$ cat src/rtl/hilo_pkg.sv
// Shared definitions for the HI/LO multiply/divide unit: op codes, FSM states, iteration count.
package hilo_pkg;

  localparam int ITER = 32;

  localparam logic [3:0] OP_NOP   = 4'd0;
  localparam logic [3:0] OP_MULT  = 4'd1;
  localparam logic [3:0] OP_MULTU = 4'd2;
  localparam logic [3:0] OP_MADD  = 4'd3;
  localparam logic [3:0] OP_MSUB  = 4'd4;
  localparam logic [3:0] OP_MTHI  = 4'd5;
  localparam logic [3:0] OP_MTLO  = 4'd6;
  localparam logic [3:0] OP_DIV   = 4'd7;
  localparam logic [3:0] OP_DIVU  = 4'd8;

  typedef enum logic [1:0] {
    ST_IDLE = 2'd0,
    ST_CALC = 2'd1,
    ST_FIX  = 2'd2
  } state_e;

  // Two's-complement magnitude when the operand is treated as signed.
  function automatic logic [31:0] mag32(input logic [31:0] v, input logic is_signed);
    return (is_signed && v[31]) ? (32'd0 - v) : v;
  endfunction

endpackage

$ cat src/rtl/hilo_iter_core.sv
// Shared shift/add (multiply) and restoring-subtract (divide) datapath, one bit per step.
// Divide path is present only when HILO_DIV_EN is defined.
module hilo_iter_core
  import hilo_pkg::*;
#(
  parameter int WIDTH = 32
) (
  input  logic                 clk,
  input  logic                 rst,
  input  logic                 load_i,
  input  logic                 step_i,
  input  logic                 div_i,
  input  logic [WIDTH-1:0]     a_i,
  input  logic [WIDTH-1:0]     b_i,
  output logic [2*WIDTH-1:0]   acc_o,
  output logic [4:0]           count_o
);

  logic [2*WIDTH-1:0] acc_q, acc_d;
  logic [WIDTH-1:0]   b_q;
  logic [4:0]         count_q;
  logic [WIDTH:0]     mul_sum;

`ifdef HILO_DIV_EN
  logic               div_q;
  logic [WIDTH:0]     div_shift;
  logic [WIDTH:0]     div_diff;
`else
  logic               unused_div;
  assign unused_div = div_i;
`endif

  // NOTE: every variable written in always_comb is given a default first so no latch is inferred.
  always_comb begin
    // Multiply: {carry, hi + (lsb ? mcand : 0), lo} shifted right one place.
    mul_sum = {1'b0, acc_q[2*WIDTH-1:WIDTH]} + (acc_q[0] ? {1'b0, b_q} : '0);
    acc_d   = {mul_sum, acc_q[WIDTH-1:1]};
`ifdef HILO_DIV_EN
    div_shift = {acc_q[2*WIDTH-1:WIDTH], acc_q[WIDTH-1]};
    div_diff  = div_shift - {1'b0, b_q};
    if (div_q) begin
      if (div_shift >= {1'b0, b_q}) acc_d = {div_diff[WIDTH-1:0], acc_q[WIDTH-2:0], 1'b1};
      else                          acc_d = {div_shift[WIDTH-1:0], acc_q[WIDTH-2:0], 1'b0};
    end
`endif
  end

  // NOTE: sequential state uses non-blocking assignments so all registers update together.
  always_ff @(posedge clk or posedge rst) begin
    if (rst) begin
      acc_q   <= '0;
      b_q     <= '0;
      count_q <= '0;
`ifdef HILO_DIV_EN
      div_q   <= 1'b0;
`endif
    end else if (load_i) begin
      acc_q   <= {{WIDTH{1'b0}}, a_i};
      b_q     <= b_i;
      count_q <= '0;
`ifdef HILO_DIV_EN
      div_q   <= div_i;
`endif
    end else if (step_i) begin
      acc_q   <= acc_d;
      count_q <= count_q + 5'd1;
    end
  end

  assign acc_o   = acc_q;
  assign count_o = count_q;

endmodule

$ cat src/rtl/hilo_muldiv_unit.sv
// HI/LO owner: sequences mult/multu/madd/msub/mthi/mtlo and, with HILO_DIV_EN defined, div/divu.
// Holds the FSM, sign handling and the EX-stage handshake; the iteration lives in hilo_iter_core.
module hilo_muldiv_unit
  import hilo_pkg::*;
#(
  parameter int WIDTH = 32
) (
  input  logic             clk,
  input  logic             rst,
  input  logic             start_i,
  input  logic [3:0]       op_i,
  input  logic [WIDTH-1:0] rs_i,
  input  logic [WIDTH-1:0] rt_i,
  input  logic             flush_i,
  input  logic             rd_req_i,
  output logic             ready_o,
  output logic             busy_o,
  output logic             stall_o,
  output logic             done_o,
  output logic [WIDTH-1:0] hi_o,
  output logic [WIDTH-1:0] lo_o
);

  state_e             state_q;
  logic [3:0]         op_q;
  logic               neg_q, neg_rem_q;
  logic [WIDTH-1:0]   hi_q, lo_q;
  logic               done_q;

  logic               accept, launch, is_signed, is_mul_op, is_div_op;
  logic [2*WIDTH-1:0] acc, prod, fix_d;
  logic [4:0]         count;

  assign is_signed = (op_i == OP_MULT) || (op_i == OP_MADD) || (op_i == OP_MSUB) || (op_i == OP_DIV);
  assign is_mul_op = (op_i == OP_MULT) || (op_i == OP_MULTU) || (op_i == OP_MADD) || (op_i == OP_MSUB);
`ifdef HILO_DIV_EN
  assign is_div_op = (op_i == OP_DIV) || (op_i == OP_DIVU);
`else
  assign is_div_op = 1'b0;
`endif

  assign accept = start_i && (state_q == ST_IDLE);
  // A zero divisor is rejected here so the unit never enters CALC for it.
  assign launch = accept && (is_mul_op || (is_div_op && (rt_i != '0)));

  hilo_iter_core #(.WIDTH(WIDTH)) u_core (
    .clk     (clk),
    .rst     (rst),
    .load_i  (launch),
    .step_i  ((state_q == ST_CALC) && !flush_i),
    .div_i   (is_div_op),
    .a_i     (mag32(rs_i, is_signed)),
    .b_i     (mag32(rt_i, is_signed)),
    .acc_o   (acc),
    .count_o (count)
  );

  assign prod = neg_q ? ('0 - acc) : acc;

  always_comb begin
    fix_d = prod;
    case (op_q)
      OP_MADD: fix_d = {hi_q, lo_q} + prod;
      OP_MSUB: fix_d = {hi_q, lo_q} - prod;
`ifdef HILO_DIV_EN
      OP_DIV, OP_DIVU: begin
        fix_d[WIDTH-1:0]       = neg_q ? ('0 - acc[WIDTH-1:0]) : acc[WIDTH-1:0];
        fix_d[2*WIDTH-1:WIDTH] = neg_rem_q ? ('0 - acc[2*WIDTH-1:WIDTH]) : acc[2*WIDTH-1:WIDTH];
      end
`endif
      default: fix_d = prod;
    endcase
  end

`ifndef HILO_DIV_EN
  logic unused_neg_rem;
  assign unused_neg_rem = neg_rem_q;
`endif

  always_ff @(posedge clk or posedge rst) begin
    if (rst) begin
      state_q   <= ST_IDLE;
      op_q      <= OP_NOP;
      neg_q     <= 1'b0;
      neg_rem_q <= 1'b0;
      hi_q      <= '0;
      lo_q      <= '0;
      done_q    <= 1'b0;
    end else begin
      done_q <= 1'b0;
      case (state_q)
        ST_IDLE: begin
          if (accept && op_i == OP_MTHI) hi_q <= rs_i;
          if (accept && op_i == OP_MTLO) lo_q <= rs_i;
          if (launch) begin
            op_q      <= op_i;
            neg_q     <= is_signed && (rs_i[WIDTH-1] ^ rt_i[WIDTH-1]);
            neg_rem_q <= is_signed && rs_i[WIDTH-1];
            state_q   <= ST_CALC;
          end
        end
        ST_CALC: begin
          if (flush_i)                       state_q <= ST_IDLE;
          else if (count == 5'(ITER - 1))    state_q <= ST_FIX;
        end
        ST_FIX: begin
          state_q <= ST_IDLE;
          if (!flush_i) begin
            {hi_q, lo_q} <= fix_d;
            done_q       <= 1'b1;
          end
        end
        default: state_q <= ST_IDLE;
      endcase
    end
  end

  assign ready_o = (state_q == ST_IDLE);
  assign busy_o  = (state_q != ST_IDLE);
  assign stall_o = busy_o && rd_req_i;
  assign done_o  = done_q;
  assign hi_o    = hi_q;
  assign lo_o    = lo_q;

endmodule

$ cat config.mk
export PLATFORM = sky130hd
export DESIGN_NAME = hilo_muldiv_unit
export DESIGN_NICKNAME = d
export VERILOG_FILES = /design/src/rtl/hilo_pkg.sv /design/src/rtl/hilo_iter_core.sv /design/src/rtl/hilo_muldiv_unit.sv
export SDC_FILE = /design/constraint.sdc
export NUM_CORES = 1
export LEC_CHECK = 0
export BUFFER_PORTS_ARGS = -buffer_cell sky130_fd_sc_hd__buf_2
export CAP_MARGIN = 20
export CORE_MARGIN = 2
export CORE_UTILIZATION = 62
export DETAILED_ROUTE_END_ITERATION = 16
export PLACE_DENSITY = 0.8
export SLEW_MARGIN = 20
export SYNTH_ARGS = -nofsm -noshare
export SYNTH_HDL_FRONTEND = slang
export SYNTH_SLANG_ARGS = --single-unit
$ cat constraint.sdc
create_clock -name clk -period 7.2 [get_ports clk]
set_clock_uncertainty 0.05 [all_clocks]
set_input_delay 1.44 -clock clk [delete_from_list [all_inputs] [get_ports clk]]
set_output_delay 1.44 -clock clk [all_outputs]
set_load 0.005 [all_outputs]
==> results.md <==
* Status: finished clean
* MaxCap Viol Count at 0
* DRC viols at 0
* Commonest cells after routing, fill and taps aside: 234 x nand2_1, 220 x o21ai_0, 176 x nor2_1
* Number of antenna-violating nets in the routed design at 0
* Fillers at 2,302
* Yosys cell types at 88
* Fin. Hold Viols at 0
* Clk sinks at 173
* Pwr Density at 389.4 nW/um2
* Die area at 29,800 um2
* Via-per-instance ratio at 6.736
* Yosys top cell area share at 0.2455
* GRT Overall Usage at 0.4014
* Final Util at 0.6940
* Initial drt markers at 2,600
* Die height at 172.6 um
* Post-DP HPWL at 46,090 um
* Leakage at 8.354 nW
* Avg Cell Area, Syn at 7.737 um2
* Final period util at 0.9489
* Sequential fraction of design power at 0.223
* Switching fraction of total power at 0.5111
* Final setup viols at 0
* Post-synthesis register bit count at 173
* Critical path type: reg2reg
* WL/cell at 22.20 um
* Root Driver: clkbuf_16
* Slew Viols, Final at 0
* First-pass GRT wire length at 95,010 um
* Slew headroom at 0.3119
* Top_reg_cell synth: dfrtp_1
* Hold Path Class: reg2reg
* Cell count after synthesis at 2,279
* Mapped Area at 17,630 um2
* GP Congestion at 1.011
* Area grow syn2layout at 9.644%
* # IOs at 141
* Max H-tree Level at 4
* Highest Clock Rate at 146.4 MHz
* Number of synthesized flops with an enable pin at 0
* Worst-margin pin slew at 1.027 ns
* Clk slew on worst S/H paths at 0.08 ns
* Crit. End Element: flip-flop
* Remaining Overflow, GRT at 0
* Crit path required time at 7.49 ns
* Vias in the first global route at 16.91k
* CTS tree: built
* Port Buffers at 140
* Total CTS buffers at 17
* Yosys top cell by area: dfrtp_1
* Post-Syn Nets at 2,454
* P_sw at 0.003848 W
* Largest net degree at the start of global routing at 115
* Worst-path maximum fanout at 7
* Ys async rst share at 1.000
* Layout Cells excl Fill at 2,731
* Fin Setup TNS at 0 ns
* # diodes at 0
* Placed cells at 2,697
* Antenna violations before repair at 1
* Area contributors post-synth: dfrtp_1 25%, ha_1 7.1%, xnor2_1 6.9%, xor2_1 6.7%, o21ai_0 6.3%
* Placement row count at 61
* Synth warn at 0
* Logic pwr share at 0.643
* Total Routed Length at 60,620 um
* Crit path DAT at 7.12 ns
* Via count at 18.40k
* Pwr Total at 0.007528 W
* Pre-antenna DRT Iters at 8
* Int Power at 0.003680 W
* Core ar. at 27,860 um2
* Layout cells sized above 1 at 0.1211
* Register area share after synthesis at 0.2455
* Worst IR drop on VDD at 0.2418 mV
* Crit start category: flip-flop
* Die W at 172.6 um
* Worst-skew pair later-pin latency at 0.46 ns
* Max clock buf depth at 2
* Post-route minimum period at 6.832 ns
* Clock power frac at 0.134
* Initial Util at 0.6329
* Commonest non-fill, non-tap cell in the layout: nand2_1
* Fin nets at 2,515
-- registers in the layout (all words and copies together), names as in the netlist --
signal          cells
u_core.b_q         32
state_q             2
u_core.count_o      5
lo_o               32
hi_o               32
neg_q               1
u_core.acc_o       64
done_o              1
op_q                4
-- worst paths after layout --
path	start	to	slack, ns	cells past startpoint
min in group asynchronous	rst	state_q[1]	0.97	2
worst min-delay path	u_core.b_q[12]	u_core.b_q[12]	0.42	2
worst min register to register	u_core.b_q[12]	u_core.b_q[12]	0.42	2
worst max register to register	u_core.acc_o[8]	hi_o[29]	0.37	20
max in group asynchronous	rst	neg_q	4.74	3
worst max-delay path	u_core.acc_o[8]	hi_o[29]	0.37	20
-- cells by family after synthesis --
logic type	synth area share
and+or+nand+nor	0.2243
AOI/OAI and AO/OA	0.2753
xor gates and xnor gates	0.1370
buffers and inverters	0.04116
DFF	0.2455
adders and majority gates	0.07323
muxes	0.003406
-- metrics by stage --
stage          setup slack (ns)  instance area, um2  hold slack, ns
4_1_cts                  0.1092               19230          0.4275
6_report                 0.3676               19330          0.4232
3_5_place_dp             0.1347               18600          0.4098
2_1_floorplan            0.5948               17630          0.3883
5_1_grt                -0.01062               19330          0.4621
3_3_place_gp             0.3412               18600          0.4026
-- critical path, cell delays in order (launching register included) --
cell and delay (ns):
dfrtp_1 0.47, or4_1 0.73, nor4_4 0.43, nand4_1 0.19, buf_4 0.21, o311ai_0 0.36, or4b_1 0.54, nor4b_4 0.43
nand2_2 0.21, or4_1 0.65, nand2_1 0.15, xnor2_1 0.08, ha_1 0.40, nand3_1 0.21, nor2_1 0.07, a2111oi_1 0.40
o21ai_0 0.19, a211o_1 0.36, a21boi_0 0.24, xor2_1 0.09, a221oi_1 0.27
-- per-layer routing --
metal | vias to the layer above | wire length (um) | global-route usage
met5 | - | 11 | 0
met4 | 2 | 3108 | 0.1845
met3 | 186 | 7198 | 0.1027
met2 | 1144 | 24660 | 0.5768
met1 | 8598 | 25630 | 0.5651
li1 | 8466 | - | -
-- cell type report --
cell class,instances,area (um2),share of cell area
Clock buffer,20,446.7,0.02311
Clock inverter,12,176.4,0.009126
Inverter,48,185.2,0.009579
Multi-Input combinational cell,1919,12700,0.6569
Timing Repair Buffer,181,1021,0.05281
Tap cell,378,473.0,0.02446
Sequential cell,173,4330,0.2240
-- power by group through the flow --
| stage | Sequential [W] | Combinational, W | Clock [W] |
|---|---|---|---|
| 4_1_cts | 0.00165 | 0.00465 | 0.00102 |
| 6_report | 0.00168 | 0.00484 | 0.00101 |
| 2_1_floorplan | 0.00147 | 0.00358 | 0 |
| 3_5_place_dp | 0.00166 | 0.00461 | 0 |
| 3_3_place_gp | 0.00165 | 0.00453 | 0 |
| 5_1_grt | 0.00171 | 0.00527 | 0.00106 |
-- synthesized netlist by cell type (7+ instances only) --
| cell type | number |
|---|---|
| nand2_1 | 235 |
| o21ai_0 | 222 |
| nor2_1 | 178 |
| dfrtp_1 | 173 |
| a21oi_1 | 167 |
| xnor2_1 | 139 |
| xor2_1 | 135 |
| clkbuf_1 | 126 |
| ha_1 | 100 |
| o31ai_1 | 63 |
| nand3_1 | 54 |
| inv_1 | 48 |
| nor3_1 | 44 |
| a211oi_1 | 42 |
| and2_1 | 41 |
| a21o_1 | 37 |
| a22oi_1 | 31 |
| a31oi_1 | 31 |
| nand4_1 | 30 |
| or3_1 | 30 |
| nand2b_1 | 29 |
| and3_1 | 21 |
| o211ai_1 | 19 |
| nor4_1 | 18 |
| o41ai_1 | 18 |
| nor2b_1 | 17 |
| or2_2 | 15 |
| or4_1 | 15 |
| o21a_1 | 13 |
| a221oi_1 | 12 |
| o21bai_1 | 12 |
| nand3b_1 | 9 |
| a211o_1 | 7 |
| buf_2 | 7 |
| nor3b_1 | 7 |
| o311ai_0 | 7 |
-- timing repair --
action / 4_1_cts / 5_1_grt
resized for setup: 0 / 17
hold buffers: 0 / 0
setup buffers: 0 / 1
endpoints found under the setup margin: 0 / 17
No activity file was read; power rests on OpenSTA's default activity.
